<file path="src/rtl/pipe_ctrl_pkg.sv">
// pipe_ctrl_pkg: states, hazard causes and control patterns for pipe_stall_ctrl (perf counters under PIPE_PERF_CNT_EN)
package pipe_ctrl_pkg;
   typedef enum logic [1:0] {RUN, MDU_WAIT, MEM_WAIT} state_e;
   typedef enum logic [2:0] {
      CAUSE_NONE,
      CAUSE_LOAD_USE,
      CAUSE_REDIRECT,
      CAUSE_MDU,
      CAUSE_MDU_HOLD,
      CAUSE_MEM,
      CAUSE_RESET
   } cause_e;
   localparam logic [31:0] NOP_INSTR = 32'h00000013;
   typedef struct packed {
      logic pc_write;
      logic ifid_write;
      logic ifid_flush;
      logic idex_write;
      logic idex_bubble;
      logic exmem_write;
      logic exmem_bubble;
      logic memwb_bubble;
      logic mdu_start;
   } ctrl_t;
   function automatic ctrl_t ctrl_for(cause_e c);
      case (c)
         CAUSE_RESET:    return ctrl_t'(9'b001010110);
         CAUSE_MEM:      return ctrl_t'(9'b000000010);
         CAUSE_MDU:      return ctrl_t'(9'b000001101);
         CAUSE_MDU_HOLD: return ctrl_t'(9'b000001100);
         CAUSE_REDIRECT: return ctrl_t'(9'b111111000);
         CAUSE_LOAD_USE: return ctrl_t'(9'b000111000);
         default:        return ctrl_t'(9'b110101000);
      endcase
   endfunction
endpackage

</file>
<file path="src/rtl/pipe_perf_counters.sv">
// pipe_perf_counters: wrapping stall-cycle and redirect-flush counters
module pipe_perf_counters #(
   parameter int CNT_W = 32
) (
   input  logic             clk,
   input  logic             rst,
   input  logic             stall,
   input  logic             flush,
   output logic [CNT_W-1:0] stall_cycles,
   output logic [CNT_W-1:0] flush_count
);
   logic [CNT_W-1:0] stall_q, stall_d, flush_q, flush_d;
   // next counts: add one per qualifying event
   always_comb begin
      stall_d = stall_q + CNT_W'(stall);
      flush_d = flush_q + CNT_W'(flush);
   end
   // counter registers, cleared by reset
   always_ff @(posedge clk) begin
      if (rst) begin
         stall_q <= '0;
         flush_q <= '0;
      end else begin
         stall_q <= stall_d;
         flush_q <= flush_d;
      end
   end
   assign stall_cycles = stall_q;
   assign flush_count  = flush_q;
endmodule

</file>
<file path="src/rtl/pipe_stall_ctrl.sv">
// pipe_stall_ctrl: stall/flush scheduler for the 5-stage pipeline (PIPE_PERF_CNT_EN enables perf counters)
module pipe_stall_ctrl #(
   parameter int REGW        = 5,
   parameter int MDU_TIMEOUT = 64,
   parameter int CNT_W       = 32
) (
   input  logic             clk,
   input  logic             rst,
   input  logic             id_valid,
   input  logic [REGW-1:0]  id_rs1,
   input  logic [REGW-1:0]  id_rs2,
   input  logic             id_use_rs1,
   input  logic             id_use_rs2,
   input  logic             idex_mem_rd,
   input  logic [REGW-1:0]  idex_rd,
   input  logic             ex_redirect,
   input  logic             ex_mdu_op,
   input  logic             mdu_done,
   input  logic             dmem_req,
   input  logic             dmem_ready,
   output logic             pc_write,
   output logic             ifid_write,
   output logic             ifid_flush,
   output logic             idex_write,
   output logic             idex_bubble,
   output logic             exmem_write,
   output logic             exmem_bubble,
   output logic             memwb_bubble,
   output logic             mdu_start,
   output logic             mdu_timeout,
   output logic [CNT_W-1:0] stall_cycles,
   output logic [CNT_W-1:0] flush_count
);
   import pipe_ctrl_pkg::*;
   localparam int TW = $clog2(MDU_TIMEOUT);
   state_e        state_q, state_d;
   logic [TW-1:0] cnt_q, cnt_d;
   logic          fin_q, fin_d, drop_q, drop_d, tmo_q, tmo_d;
   logic          mem_wait, load_use, mdu_new, mdu_end, tmo_hit, adv;
   cause_e        cause;
   ctrl_t         ctrl;
   // fin_q marks a finished MDU op still sitting in EX so it is not restarted;
   // drop_q turns that op into a bubble when it was aborted by timeout
   always_comb begin
      mem_wait = dmem_req & ~dmem_ready;
      load_use = id_valid & idex_mem_rd & (idex_rd != '0) &
                 ((id_use_rs1 & (id_rs1 == idex_rd)) | (id_use_rs2 & (id_rs2 == idex_rd)));
      mdu_new  = ex_mdu_op & ~fin_q;
      tmo_hit  = (state_q == MDU_WAIT) & ~mdu_done & (cnt_q == TW'(MDU_TIMEOUT - 1));
      mdu_end  = mdu_done | tmo_hit;
      adv      = (state_q == RUN) & ~rst & ~mem_wait & ~(mdu_new & ~mdu_done);
      cause    = rst                   ? CAUSE_RESET
               : state_q == MEM_WAIT   ? CAUSE_MEM
               : state_q == MDU_WAIT   ? CAUSE_MDU_HOLD
               : mem_wait              ? CAUSE_MEM
               : mdu_new & ~mdu_done   ? CAUSE_MDU
               : ex_redirect           ? CAUSE_REDIRECT
               : load_use              ? CAUSE_LOAD_USE
               :                         CAUSE_NONE;
      ctrl = ctrl_for(cause);
      ctrl.mdu_start    = ctrl.mdu_start | (adv & mdu_new);
      ctrl.exmem_bubble = ctrl.exmem_bubble | (adv & drop_q);
      state_d = state_q == RUN      ? (mem_wait ? MEM_WAIT : (mdu_new & ~mdu_done) ? MDU_WAIT : RUN)
              : state_q == MDU_WAIT ? (mdu_end ? RUN : MDU_WAIT)
              :                       (dmem_ready ? RUN : MEM_WAIT);
      cnt_d  = (state_q == MDU_WAIT & ~mdu_end) ? cnt_q + TW'(1) : '0;
      fin_d  = (state_q == MDU_WAIT & mdu_end) | (fin_q & ~adv);
      drop_d = tmo_hit | (drop_q & ~adv);
      tmo_d  = tmo_q | tmo_hit;
   end
   // state, wait counter and sticky flags
   always_ff @(posedge clk) begin
      if (rst) begin
         state_q <= RUN;
         cnt_q   <= '0;
         fin_q   <= 1'b0;
         drop_q  <= 1'b0;
         tmo_q   <= 1'b0;
      end else begin
         state_q <= state_d;
         cnt_q   <= cnt_d;
         fin_q   <= fin_d;
         drop_q  <= drop_d;
         tmo_q   <= tmo_d;
      end
   end
   assign {pc_write, ifid_write, ifid_flush, idex_write, idex_bubble,
           exmem_write, exmem_bubble, memwb_bubble, mdu_start} = ctrl;
   assign mdu_timeout = tmo_q;
`ifdef PIPE_PERF_CNT_EN
   logic stall_ev, flush_ev;
   assign stall_ev = ~ctrl.pc_write & ~rst;
   assign flush_ev = cause == CAUSE_REDIRECT;
   pipe_perf_counters #(.CNT_W(CNT_W)) u_perf (
      .clk          (clk),
      .rst          (rst),
      .stall        (stall_ev),
      .flush        (flush_ev),
      .stall_cycles (stall_cycles),
      .flush_count  (flush_count)
   );
`else
   assign stall_cycles = '0;
   assign flush_count  = '0;
`endif
endmodule
</file>
<file path="config.mk">
export PLATFORM = sky130hd
export DESIGN_NAME = pipe_stall_ctrl
export DESIGN_NICKNAME = d
export VERILOG_FILES = /design/src/rtl/pipe_ctrl_pkg.sv /design/src/rtl/pipe_perf_counters.sv /design/src/rtl/pipe_stall_ctrl.sv
export SDC_FILE = /design/constraint.sdc
export NUM_CORES = 1
export LEC_CHECK = 0
export ABC_AREA = 1
export BUFFER_PORTS_ARGS = -buffer_cell sky130_fd_sc_hd__buf_2
export CORE_MARGIN = 2
export CORE_UTILIZATION = 41
export DETAILED_ROUTE_END_ITERATION = 6
export HOLD_SLACK_MARGIN = 0.12
export PLACE_DENSITY = 0.8
export SLEW_MARGIN = 5
export SYNTH_ARGS = -nofsm -noshare
export SYNTH_HDL_FRONTEND = slang
export SYNTH_SLANG_ARGS = --single-unit
</file>
<file path="constraint.sdc">
create_clock -name clk -period 1.5 [get_ports clk]
set_input_delay 0.3 -clock clk [delete_from_list [all_inputs] [get_ports clk]]
set_output_delay 0.3 -clock clk [all_outputs]
set_load 0.01 [all_outputs]
</file>
# Word-level counts from Yosys, hierarchy flattened
# Cells that the tools add are included.
[totals] ff_bits=11 input_bits=26 wordCells=69
[classes] n_addsub=1 eq_ne=11 muxes=14 n_bitwise=35 n_reduce_logical=3
[op_table] op="$pmux W9 S6" n=1
[op_table] op="$and A1 B1 Y1" n=19
[op_table] op="$mux W2" n=6
[op_table] op="$mux W3" n=4
[op_table] op="$eq A5 B5 Y1" n=2
[op_table] op="$eq A3 B3 Y1 const B" n=3
[op_table] op="$not A1 Y1" n=9
[op_table] op="$or A1 B1 Y1" n=7
[op_table] op="$add A6 B1 Y6 const B" n=1
[op_table] op="$eq A3 B2 Y1 const B" n=2
[op_table] op="$eq A6 B6 Y1 const B" n=1
[op_table] op="$reduce_bool A5 Y1" n=1
[op_table] op="$eq A3 B1 Y1 const B" n=1
[op_table] op="$mux W1" n=3
[op_table] op="$eq A2 B1 Y1 const B" n=1
[op_table] op="$eq A2 B2 Y1 const B" n=1
[op_table] op="$logic_not A2 Y1" n=1
[op_table] op="$reduce_or A2 Y1" n=1

# Depth between registers and ports, before layout
# Gate-level depths: netlist of the first run.
[depth] word_depth=14 ltp_mapped=12 mapped_depth_nobuf=12

# Worst setup path after synthesis of the first run
# OpenSTA, ideal clock, no wires.
[synth_timing] path_kind="input to output" from="input dmem_req" to="output pc_write" arrival_time_ps=1143 path_slack_ps=57 cell_stages=10 path_buffers=1 path_cell_list="inv_1 nor2_1 inv_1 o21ai_4 nor2_2 nand2_1 inv_1 nand2_2 inv_1 buf_4"
[synth_via] elab_chain_cells=7 word_cells_on_any_way=12 classes_between="eq/ne (6); mux (5); bitwise (1)"
[synth_rtl] element="from (decl)" line_no="pipe_stall_ctrl.sv:19" rtl="input logic dmem_req,"
[synth_rtl] element="$and A1 B1 Y1 (*)" line_no="pipe_stall_ctrl.sv:45" rtl="mem_wait = dmem_req & ~dmem_ready;"
[synth_rtl] element="$mux W3 (*)" line_no="pipe_stall_ctrl.sv:55" rtl=": mem_wait ? CAUSE_MEM"
[synth_rtl] element="$mux W3 (*)" line_no="pipe_stall_ctrl.sv:54" rtl=": state_q == MDU_WAIT ? CAUSE_MDU_HOLD"
[synth_rtl] element="$mux W3 (*)" line_no="pipe_stall_ctrl.sv:53" rtl=": state_q == MEM_WAIT ? CAUSE_MEM"
[synth_rtl] element="$mux W3 (*)" line_no="pipe_stall_ctrl.sv:52" rtl="cause = rst ? CAUSE_RESET"
[synth_rtl] element="$eq A3 B1 Y1, or another cell as far along" line_no="pipe_ctrl_pkg.sv:26" rtl="case (c)"
[synth_rtl] element="$pmux W9 S6 (*)" line_no="pipe_ctrl_pkg.sv:26"
[synth_rtl] element="to (decl)" line_no="pipe_stall_ctrl.sv:21" rtl="output logic pc_write,"
# Mark *: on every way between the ends. The rest lies on a longest branch, timed or not.

# Final worst setup path of the first run
[layout_timing] from="register state_q[1]" to="output exmem_write"
[layout_via] elab_chain_cells=6 word_cells_on_any_way=12 classes_between="eq/ne (8); mux (4)"
[layout_rtl] element="from (decl)" line_no="pipe_stall_ctrl.sv:36" rtl="state_e state_q, state_d;"
[layout_rtl] element="from (signal assigned)" line_no="pipe_stall_ctrl.sv:80" rtl="state_q <= state_d;"
[layout_rtl] element="$eq A2 B1 Y1" line_no="pipe_stall_ctrl.sv:54"
[layout_rtl] element="$mux W3" line_no="pipe_stall_ctrl.sv:54"
[layout_rtl] element="$mux W3 (*)" line_no="pipe_stall_ctrl.sv:53"
[layout_rtl] element="$mux W3 (*)" line_no="pipe_stall_ctrl.sv:52"
[layout_rtl] element="$eq A3 B1 Y1, or another cell as far along" line_no="pipe_ctrl_pkg.sv:26"
[layout_rtl] element="$pmux W9 S6 (*)" line_no="pipe_ctrl_pkg.sv:26"
[layout_rtl] element="to (decl)" line_no="pipe_stall_ctrl.sv:26" rtl="output logic exmem_write,"
# Marks and branches as above.

==> results.py, run 1 <==
metrics = {
    "outcome": {
        "status": "finished, violations left",
        "violations": "setup timing",
    },
    "sta": {
        "fin_crit_sh": 1.123,
        "fin_skew_ns": 0.004101,
        "hold_viol": 0,
        "rsz0062_at_grt": "yes",
        "whs_ns": 0.2139,
        "setup_viol": 9,
        "fin_crit_ns": 1.684,
        "final_max_slew_viol_count": 0,
        "final.setup.worst_slack_ns": -0.1838,
        "max_freq_mhz": 593.9,
    },
    "power": {
        "power_switching_share": 0.3855,
        "power_frac_comb": 0.401,
        "switchingPower_uw": 320.7,
        "ir_drop_v": 0.0003667,
        "seqPwrFrac": 0.362,
        "power_per_cell_area_mw_per_mm2": 555.9,
        "p_int_uw": 511.2,
        "total_power_uw": 831.8,
        "leakage_uw": 0.0009171,
        "clkPwrFrac": 0.237,
    },
    "detailed_routing": {
        "via_per_inst": 3.721,
        "finalWirelength_mm": 2.178,
        "ant_nets": 0,
        "drc": 0,
        "drt_iter0_markers": 33,
        "firstDrtPassIters": 6,
        "num_vias": 1135,
        "post_drt_wl_per_cell_um": 7.141,
    },
    "grt": {
        "overflow": 0,
        "track_usage": 0.1066,
        "antenna_found_initial": 0,
        "grt_max_degree": 8,
        "grt_pass1_wl_mm": 3.477,
        "grt_pass1_vias": 929,
    },
    "worst_setup_path": {
        "path_max_fanout": 5,
        "cp-end-kind": "output pin",
        "critPathLaunch": "state_q[1]",
        "crit_type": "reg -> out",
        "r2r_end": "state_q[0]",
        "r2r_cells": 10,
        "cp.arrival_ns": 1.38,
        "timing.rr.start": "cnt_q[0]",
        "r2r_setup_slack_ns": 0.14,
        "worstSetupStartpointType": "register",
        "critical_path_required_ns": 1.20,
        "cp-endpoint": "exmem_write",
    },
    "clock_tree": {
        "cts_buffers": 3,
        "clockBufferDepth": 2,
        "h-tree-depth": 1,
        "clk_latency_ns": 0.26,
        "cts_tree": "done",
        "cts.sinks": 11,
        "path_clk_slew_ns": 0.06,
        "cts_root_buf": "clkbuf_4",
    },
    "place": {
        "port_buffers": 35,
        "dp_hpwl_mm": 1.884,
        "gp_congestion": 0.7139,
        "post_dp_cell_area_mm2": 0.001409,
    },
    "synth": {
        "synthTopCellsByCount": "buf_4 (65), nand2_1 (47), inv_1 (26)",
        "synth_cell_type_count": 24,
        "synth_top_area_cell": "buf_4",
        "synth_area_leaders": "buf_4 (35%), dfxtp_1 (16%), nand2_1 (13%)",
        "ys_ff_latch": 11,
        "synth_top_area_frac": 0.3473,
        "yosysSeqAreaShare": 0.1567,
        "netlist_instances": 217,
        "ys_warn_count": 0,
        "synth_edf_count": 0,
        "ys.flop_type": "dfxtp_1",
        "yosysMostFrequentCell": "buf_4",
        "async_flop_share": 0,
        "syn-mean-instance-area_um2": 6.475,
        "syn_area_mm2": 0.001405,
    },
    "die": {
        "start_util": 0.4244,
        "dieHeight_um": 62.54,
        "num_rows": 21,
        "core_mm2": 0.003311,
        "pin_count": 100,
        "dieArea_mm2": 0.003911,
        "fp.dieW_um": 62.54,
    },
    "final_layout": {
        "finalInstanceArea_mm2": 0.001496,
        "area_growth_pct": 6.501,
        "diodes": 0,
        "num-nets-final": 287,
        "drive_above_1_share": 0.3127,
    },
    "hold_path": {
        "hold_path_class": "in -> reg",
    },
    "job": {
        "maxCapViolations": 0,
    },
}
## stage by stage
step                  util  instances  setup WS [ns]  TNS, ns
CTS                 0.4456        304        -0.2057   -1.468
floorplan                -        280        0.05704        0
global route        0.4520        305        -0.3011   -2.282
finish              0.4520        305        -0.1838   -1.302
detailed placement  0.4255        299        -0.1424  -0.9831
global placement    0.4255        299        -0.1229  -0.8266
## critical path, cell delays in order, from the launching register on
cell and delay [ns]:
dfxtp_4 0.39, inv_4 0.05, o21ai_4 0.16, nor2_4 0.06, o21ai_4 0.08, nand3_1 0.12
nand2_1 0.08, nand2_1 0.05, buf_2 0.13
## kinds of logic after synthesis
group | count (synthesis) | synth area share
AOI/OAI and AO/OA | 11 | 0.06145
adders and majority gates | 1 | 0.008903
other | 1 | 0.002669
and+or+nand+nor | 92 | 0.3268
buffers and inverters | 101 | 0.4435
DFF | 11 | 0.1567
## metal layers
| layer | wire [µm] | share of wire | track usage | vias up |
|---|---|---|---|---|
| met3 | 151 | 0.069 | 0.01261 | 2 |
| met2 | 1146 | 0.53 | 0.2097 | 45 |
| met1 | 875 | 0.40 | 0.1139 | 478 |
| met4 | 5 | 0.0023 | 0.04167 | 0 |
| met5 | 0 | 0 | 0 | - |
| li1 | - | - | - | 610 |
## sequential cells by signal, indices dropped and copies added, names as in the netlist
signal and cells:
cnt_q 6, fin_q 1, drop_q 1, mdu_timeout 1, state_q 2
## how the worst min path moves through the flow
stage	from	to	slack (ns)	depth (start not counted)
3_5_place_dp	cnt_q[0]	cnt_q[0]	0.44	1
4_1_cts	dmem_ready	state_q[1]	0.20	2
5_1_grt	dmem_ready	state_q[1]	0.22	2
3_3_place_gp	cnt_q[0]	cnt_q[0]	0.43	1
6_report	dmem_ready	state_q[1]	0.21	2
2_1_floorplan	rst	drop_q	0.37	1
## area by class of cell
type,instances,area (µm²)
inverter,36,140.1
timing repair buffer,40,212.7
sequential,11,226.5
multi-input combinational,168,833.3
fill,375,1814
clock buffer,4,26.28
tap,46,57.56
## timing repair
action,in CTS,in global routing
pin swaps,1,3
hold buffers,0,0
buffers inserted,1,1
endpoints found under the setup margin,9,9
resized for setup,11,5
## cells in the final DEF, fill, tap and decap left out, drive strengths merged
| master | Yosys | final |
|---|---|---|
| conb | 1 | 64 |
| nand2 | 54 | 54 |
| buf | 65 | 40 |
| inv | 36 | 36 |
| nor2 | 22 | 22 |
| dfxtp | 11 | 11 |
| nand3 | 8 | 8 |
| o21ai | 5 | 5 |
| nand4 | 4 | 4 |
| a21oi | 4 | 4 |
| clkbuf | 0 | 4 |
| nor3 | 3 | 3 |
| a2111oi | 1 | 1 |
| nor4 | 1 | 1 |
| a31oi | 1 | 1 |
| ha | 1 | 1 |
## power by group through the flow
stage          Clock [µW]  Sequential, µW  Combinational [µW]
6_report              197             301                 334
5_1_grt               216             302                 374
4_1_cts               207             301                 324
3_5_place_dp            0             307                 310
3_3_place_gp            0             307                 307
2_1_floorplan           0             307                 340
Power figures use the tool's default switching activity.
==> run 2: changes to the inputs <==
Settings changed: ABC_AREA 1 to 0, CORE_UTILIZATION 41 to 40, CTS_BUF_LIST set to sky130_fd_sc_hd__clkbuf_8, PLACE_DENSITY 0.8 to 0.82.
==> run 2 against run 1 <==
The run still ends with setup timing left. Worst hold slack better by 0.044 ns. Wire length is 3.6% higher. Sequential power barely moved. Utilization increased by 3.9 points. Power grew 4.0%. Sequential cell count unchanged. Worst setup slack got worse by 0.13 ns. Largest cell class unchanged.
==> results.py, run 2 <==
metrics = {
    "synth": {
        "async_flop_share": 0,
        "synth_cell_type_count": 34,
        "netlist_instances": 155,
        "syn_area_mm2": 0.001215,
        "ys_warn_count": 0,
        "synth_fa_ha_area_frac": 0.01030,
        "synth_top_area_cell": "buf_4",
        "synth_top_area_frac": 0.4078,
        "synth_xor_area_frac": 0.1081,
        "yosys.area_share.simple": 0.1874,
        "synth_edf_count": 0,
        "synthTopCellsByCount": "buf_4 (66), xnor2_1 (12), dfxtp_1 (11)",
        "yosysSeqAreaShare": 0.1813,
        "yosysMostFrequentCell": "buf_4",
        "ys.flop_type": "dfxtp_1",
        "syn-mean-instance-area_um2": 7.838,
        "ys_ff_latch": 11,
        "synth_top_family_by_area": "buffers and inverters",
        "synth-compound-area-share": 0.08342,
        "synth_area_leaders": "buf_4 (41%), dfxtp_1 (18%), xnor2_1 (8.7%)",
        "synth.area.mux_share": 0,
    },
    "sta": {
        "fin_skew_ns": 0.0007998,
        "final.setup.worst_slack_ns": -0.3093,
        "setup_viol": 9,
        "tns_ns": -1.736,
        "rsz0062_at_grt": "yes",
        "hold_viol": 0,
        "fin_crit_ns": 1.809,
        "max_freq_mhz": 552.7,
        "final_max_slew_viol_count": 0,
        "fin_crit_sh": 1.206,
    },
    "die": {
        "fp.dieW_um": 59.11,
        "dieArea_mm2": 0.003494,
        "dieHeight_um": 59.11,
        "core_mm2": 0.002829,
        "num_rows": 19,
        "start_util": 0.4295,
        "pin_count": 100,
    },
    "detailed_routing": {
        "num_vias": 972,
        "drc": 0,
        "ant_nets": 0,
        "via_per_inst": 4.154,
        "post_drt_wl_per_cell_um": 9.645,
        "drt_iter0_markers": 14,
        "finalWirelength_mm": 2.257,
        "firstDrtPassIters": 4,
    },
    "final_layout": {
        "fillers": 272,
        "layout_common_cells": "conb_1 (64), buf_2 (35), xnor2_1 (12), buf_4 (10), nor2_1 (8)",
        "largest_reg_flops": 6,
        "num-nets-final": 231,
        "final_common_cell": "conb_1",
        "top_regs": "cnt_q x6, state_q x2",
        "diodes": 0,
        "top_register": "cnt_q",
        "drive_above_1_share": 0.3645,
        "area_growth_pct": 14.31,
    },
    "grt": {
        "grt_pass1_wl_mm": 3.208,
        "grt_max_degree": 11,
        "antenna_found_initial": 0,
        "grt_pass1_vias": 779,
        "track_usage": 0.1182,
        "overflow": 0,
    },
    "clock_tree": {
        "h-tree-depth": 1,
        "cts.sinks": 11,
        "clk_latency_ns": 0.23,
        "path_clk_slew_ns": 0.05,
        "cts_tree": "done",
        "cts_root_buf": "clkbuf_8",
        "clockBufferDepth": 2,
        "cts_buffers": 3,
    },
    "power": {
        "leakage_uw": 0.0007054,
        "power_per_cell_area_mw_per_mm2": 622.6,
        "ir_drop_v": 0.0004031,
        "total_power_uw": 864.7,
    },
    "worst_setup_path": {
        "cp-end-kind": "output pin",
        "critPathLaunch": "fin_q",
        "timing.rr.start": "state_q[1]",
        "cp.arrival_ns": 1.51,
        "crit_type": "reg -> out",
        "worstSetupStartpointType": "register",
        "critical_path_required_ns": 1.20,
        "path_max_fanout": 4,
    },
    "outcome": {
        "status": "finished, violations left",
        "violations": "setup timing",
    },
    "hold_path": {
        "hold_path_class": "in -> reg",
        "min_from": "dmem_ready",
    },
    "place": {
        "dp_hpwl_mm": 1.794,
        "gp_congestion": 0.8141,
        "port_buffers": 35,
    },
    "job": {
        "maxCapViolations": 0,
    },
}
==> run 2: changes by cell type after synthesis, sizes merged, moves of 4 or more <==
cell,previous run,this run
inv,36,6
nand2,54,6
nand2b,0,4
nand3,8,3
nor2,22,9
o21ai,5,1
xnor2,0,12
==> run 2: cell type report <==
| cell class | instances | area, µm² | share of cell area |
|---|---|---|---|
| repair buffers | 47 | 272.8 | 0.1964 |
| well taps | 31 | 38.79 | 0.02793 |
| inverters | 6 | 25.02 | 0.01802 |
| clock inverters | 1 | 3.754 | 0.002703 |
| multi-input cells | 135 | 777.0 | 0.5595 |
| flip-flops and latches | 11 | 230.2 | 0.1658 |
| clock buffers | 3 | 41.29 | 0.02973 |
==> run 2: through the flow <==
stage	worst slack, ns	util	cells	instance area, µm²	hold slack, ns
3_3_place_gp	-0.1642	0.4423	228	1251	0.4312
5_1_grt	-0.3948	0.4909	234	1389	0.2615
4_1_cts	-0.2971	0.4821	234	1364	0.2406
6_report	-0.3093	0.4909	234	1389	0.2576
3_5_place_dp	-0.1975	0.4423	228	1251	0.4453
2_1_floorplan	-0.001002	-	218	1458	0.3793
==> run 2: power by group <==
part           total, µW  switching, µW  internal, µW
Sequential           301           4.73           296
Clock                280            102           179
Combinational        284            171           113
==> run 2: worst paths after layout <==
kind,end,slack [ns],depth (start not counted)
worst max-delay path,exmem_bubble,-0.31,4
worst min-delay path,state_q[1],0.26,2
worst max register to register,state_q[0],0.04,6
worst min register to register,cnt_q[0],0.43,1
==> run 2: timing repair <==
item / 4_1_cts / 5_1_grt
hold buffers: 0 / 0
setup endpoints to repair: 9 / 16
pin swaps: 2 / 2
setup buffers: 2 / 0
gates resized for setup: 14 / 9
==> run 2: routing by layer <==
metal,global-route usage,routed length [µm]
met5,0,0
met4,0.04221,12
met3,0.03057,166
met2,0.2095,1203
met1,0.1362,873
==> run 2: logic make-up after synthesis <==
group / after synthesis
XOR/XNOR: 15
other: 1
AO/OA/AOI/OAI: 15
flip-flops: 11
adder cells (fa/ha/maj): 1
buffers and inverters: 72
AND/OR/NAND/NOR: 40
==> run 2: critical path, cell delays in order (launching register included) <==
cell      delay, ns
dfxtp_2        0.32
nand3b_1       0.18
or4_4          0.51
o311ai_2       0.09
buf_2          0.17
==> run 3: changes to the inputs <==
Settings changed: CORE_MARGIN 2 to 3.
==> run 3 against run 2 <==
The run still ends with setup timing left. Maximum frequency is 1.5% lower. Sequential share of layout area is 0.19 points lower. Critical path depth did not move. Via count fell by 0.31%.
==> results.py, run 3 (synthesis gave the netlist of run 2 again) <==
metrics = {
    "worst_setup_path": {
        "cp-end-kind": "output pin",
        "path_cells": "nand3b_1 > or4_4 > o311ai_2 > buf_2",
        "crit_type": "reg -> out",
        "worstSetupStartpointType": "register",
        "slowest_delay_ns": 0.51,
        "cp.arrival_ns": 1.54,
        "r2r_setup_slack_ns": 0.05,
        "cpMaxStageDelayCell": "or4_4",
        "path_max_fanout": 3,
        "path_buf_inv": 1,
        "cp_top_family": "simple AND/OR/NAND/NOR gates",
        "critical_path_required_ns": 1.20,
    },
    "grt": {
        "grt_pass1_wl_mm": 2.870,
        "grt_max_degree": 8,
        "antenna_found_initial": 0,
        "track_usage": 0.1000,
        "overflow": 0,
        "grt_pass1_vias": 728,
    },
    "clock_tree": {
        "cts_buffers": 3,
        "clockBufferDepth": 2,
        "h-tree-depth": 1,
        "cts_tree": "done",
        "clk_latency_ns": 0.23,
        "path_clk_slew_ns": 0.05,
        "cts.sinks": 11,
        "cts_root_buf": "clkbuf_8",
    },
    "outcome": {
        "violations": "setup timing",
        "status": "finished, violations left",
    },
    "die": {
        "pin_count": 100,
        "start_util": 0.4295,
        "dieHeight_um": 61.11,
        "fp.dieW_um": 61.11,
        "core_mm2": 0.002829,
        "dieArea_mm2": 0.003734,
        "num_rows": 19,
    },
    "detailed_routing": {
        "ant_nets": 0,
        "firstDrtPassIters": 5,
        "finalWirelength_mm": 2.332,
        "via_per_inst": 4.123,
        "drc": 0,
        "drt_iter0_markers": 22,
        "post_drt_wl_per_cell_um": 9.923,
        "num_vias": 969,
    },
    "place": {
        "dp_hpwl_mm": 1.862,
        "port_buffers": 35,
        "post_dp_cell_area_mm2": 0.001259,
        "gp_congestion": 0.7934,
        "placed_cells": 229,
    },
    "final_layout": {
        "final_cells": 235,
        "area_growth_pct": 15.04,
        "top_regs": "cnt_q x6, state_q x2",
        "top_register": "cnt_q",
        "diodes": 0,
        "final_common_cell": "conb_1",
        "final_util": 0.4940,
        "num-nets-final": 232,
        "layout_common_cells": "conb_1 (64), buf_2 (34), xnor2_1 (12), buf_4 (12), nor2_1 (9)",
        "drive_above_1_share": 0.3480,
        "largest_reg_flops": 6,
        "finalInstanceArea_mm2": 0.001398,
        "fillers": 263,
    },
    "power": {
        "power_per_cell_area_mw_per_mm2": 624.4,
        "leakage_uw": 0.0007193,
        "ir_drop_v": 0.0003031,
    },
    "job": {
        "maxCapViolations": 0,
    },
    "sta": {
        "hold_viol": 0,
        "whs_ns": 0.2809,
        "fin_crit_ns": 1.836,
        "final_max_slew_viol_count": 0,
        "max_freq_mhz": 544.6,
        "fin_skew_ns": 0.002007,
        "final.setup.worst_slack_ns": -0.3361,
        "fin_crit_sh": 1.224,
        "tns_ns": -1.603,
        "setup_viol": 8,
        "rsz0062_at_grt": "yes",
    },
    "hold_path": {
        "hold_path_class": "in -> reg",
    },
}
-- run 3: changes by cell type in the layout (fill, tap and decap cells not counted), sizes merged --
cell / previous run / this run
buf: 47 / 48
-- run 3: timing repair --
action / in CTS / in global routing
endpoints found under the hold margin: 0 / 0
pin swaps: 0 / 3
setup buffers: 0 / 3
gates resized for setup: 4 / 16
hold buffers: 0 / 0
endpoints found under the setup margin: 9 / 9
-- run 3: cell type report --
type                            count  area, µm²  share of cell area
Clock buffer                        3      41.29             0.02954
Clock inverter                      1      3.754            0.002686
Inverter                            6      25.02             0.01791
Multi-Input combinational cell    135      777.0              0.5560
Sequential cell                    11      229.0              0.1638
Tap cell                           31      38.79             0.02775
Timing Repair Buffer               48      282.8              0.2023
-- run 3: per-layer routing --
metal	vias up	share of wire	global-route usage	routed length, µm
met5	-	0	0	0
met4	0	0.032	0.05263	74
met3	8	0.080	0.01677	186
met2	57	0.53	0.1752	1236
met1	431	0.36	0.1154	835
li1	473	-	-	-
-- run 3: worst paths after layout --
kind	from	end	cells after the start
hold / removal	dmem_ready	state_q[1]	2
hold reg to reg	cnt_q[0]	cnt_q[0]	1
setup / recovery	fin_q	exmem_bubble	4
setup reg to reg	cnt_q[0]	drop_q	5
-- run 3: worst register-to-register path, stage by stage, from the launching register on --
cell and delay, ns:
dfxtp_1 0.35, ha_1 0.22, nand3_1 0.09, or2_4 0.26, or3_4 0.34, a21oi_1 0.13
-- run 3: where the power goes --
| group | leakage [µW] | total [µW] | switching (µW) | internal [µW] |
|---|---|---|---|---|
| clock | 0.0000269 | 281 | 102 | 179 |
| sequential | 0.0000908 | 301 | 5.00 | 296 |
| combinational | 0.000602 | 291 | 174 | 118 |
| total | 0.000719 | 873 | 280 | 592 |
-- run 3: stage by stage --
step,worst slack [ns],power [µW]
after floorplan,-0.001002,594.2
after global placement,-0.1640,561.6
after detailed placement,-0.1821,564.2
after CTS,-0.2978,857.8
after global routing,-0.3834,933.2
final,-0.3361,872.7
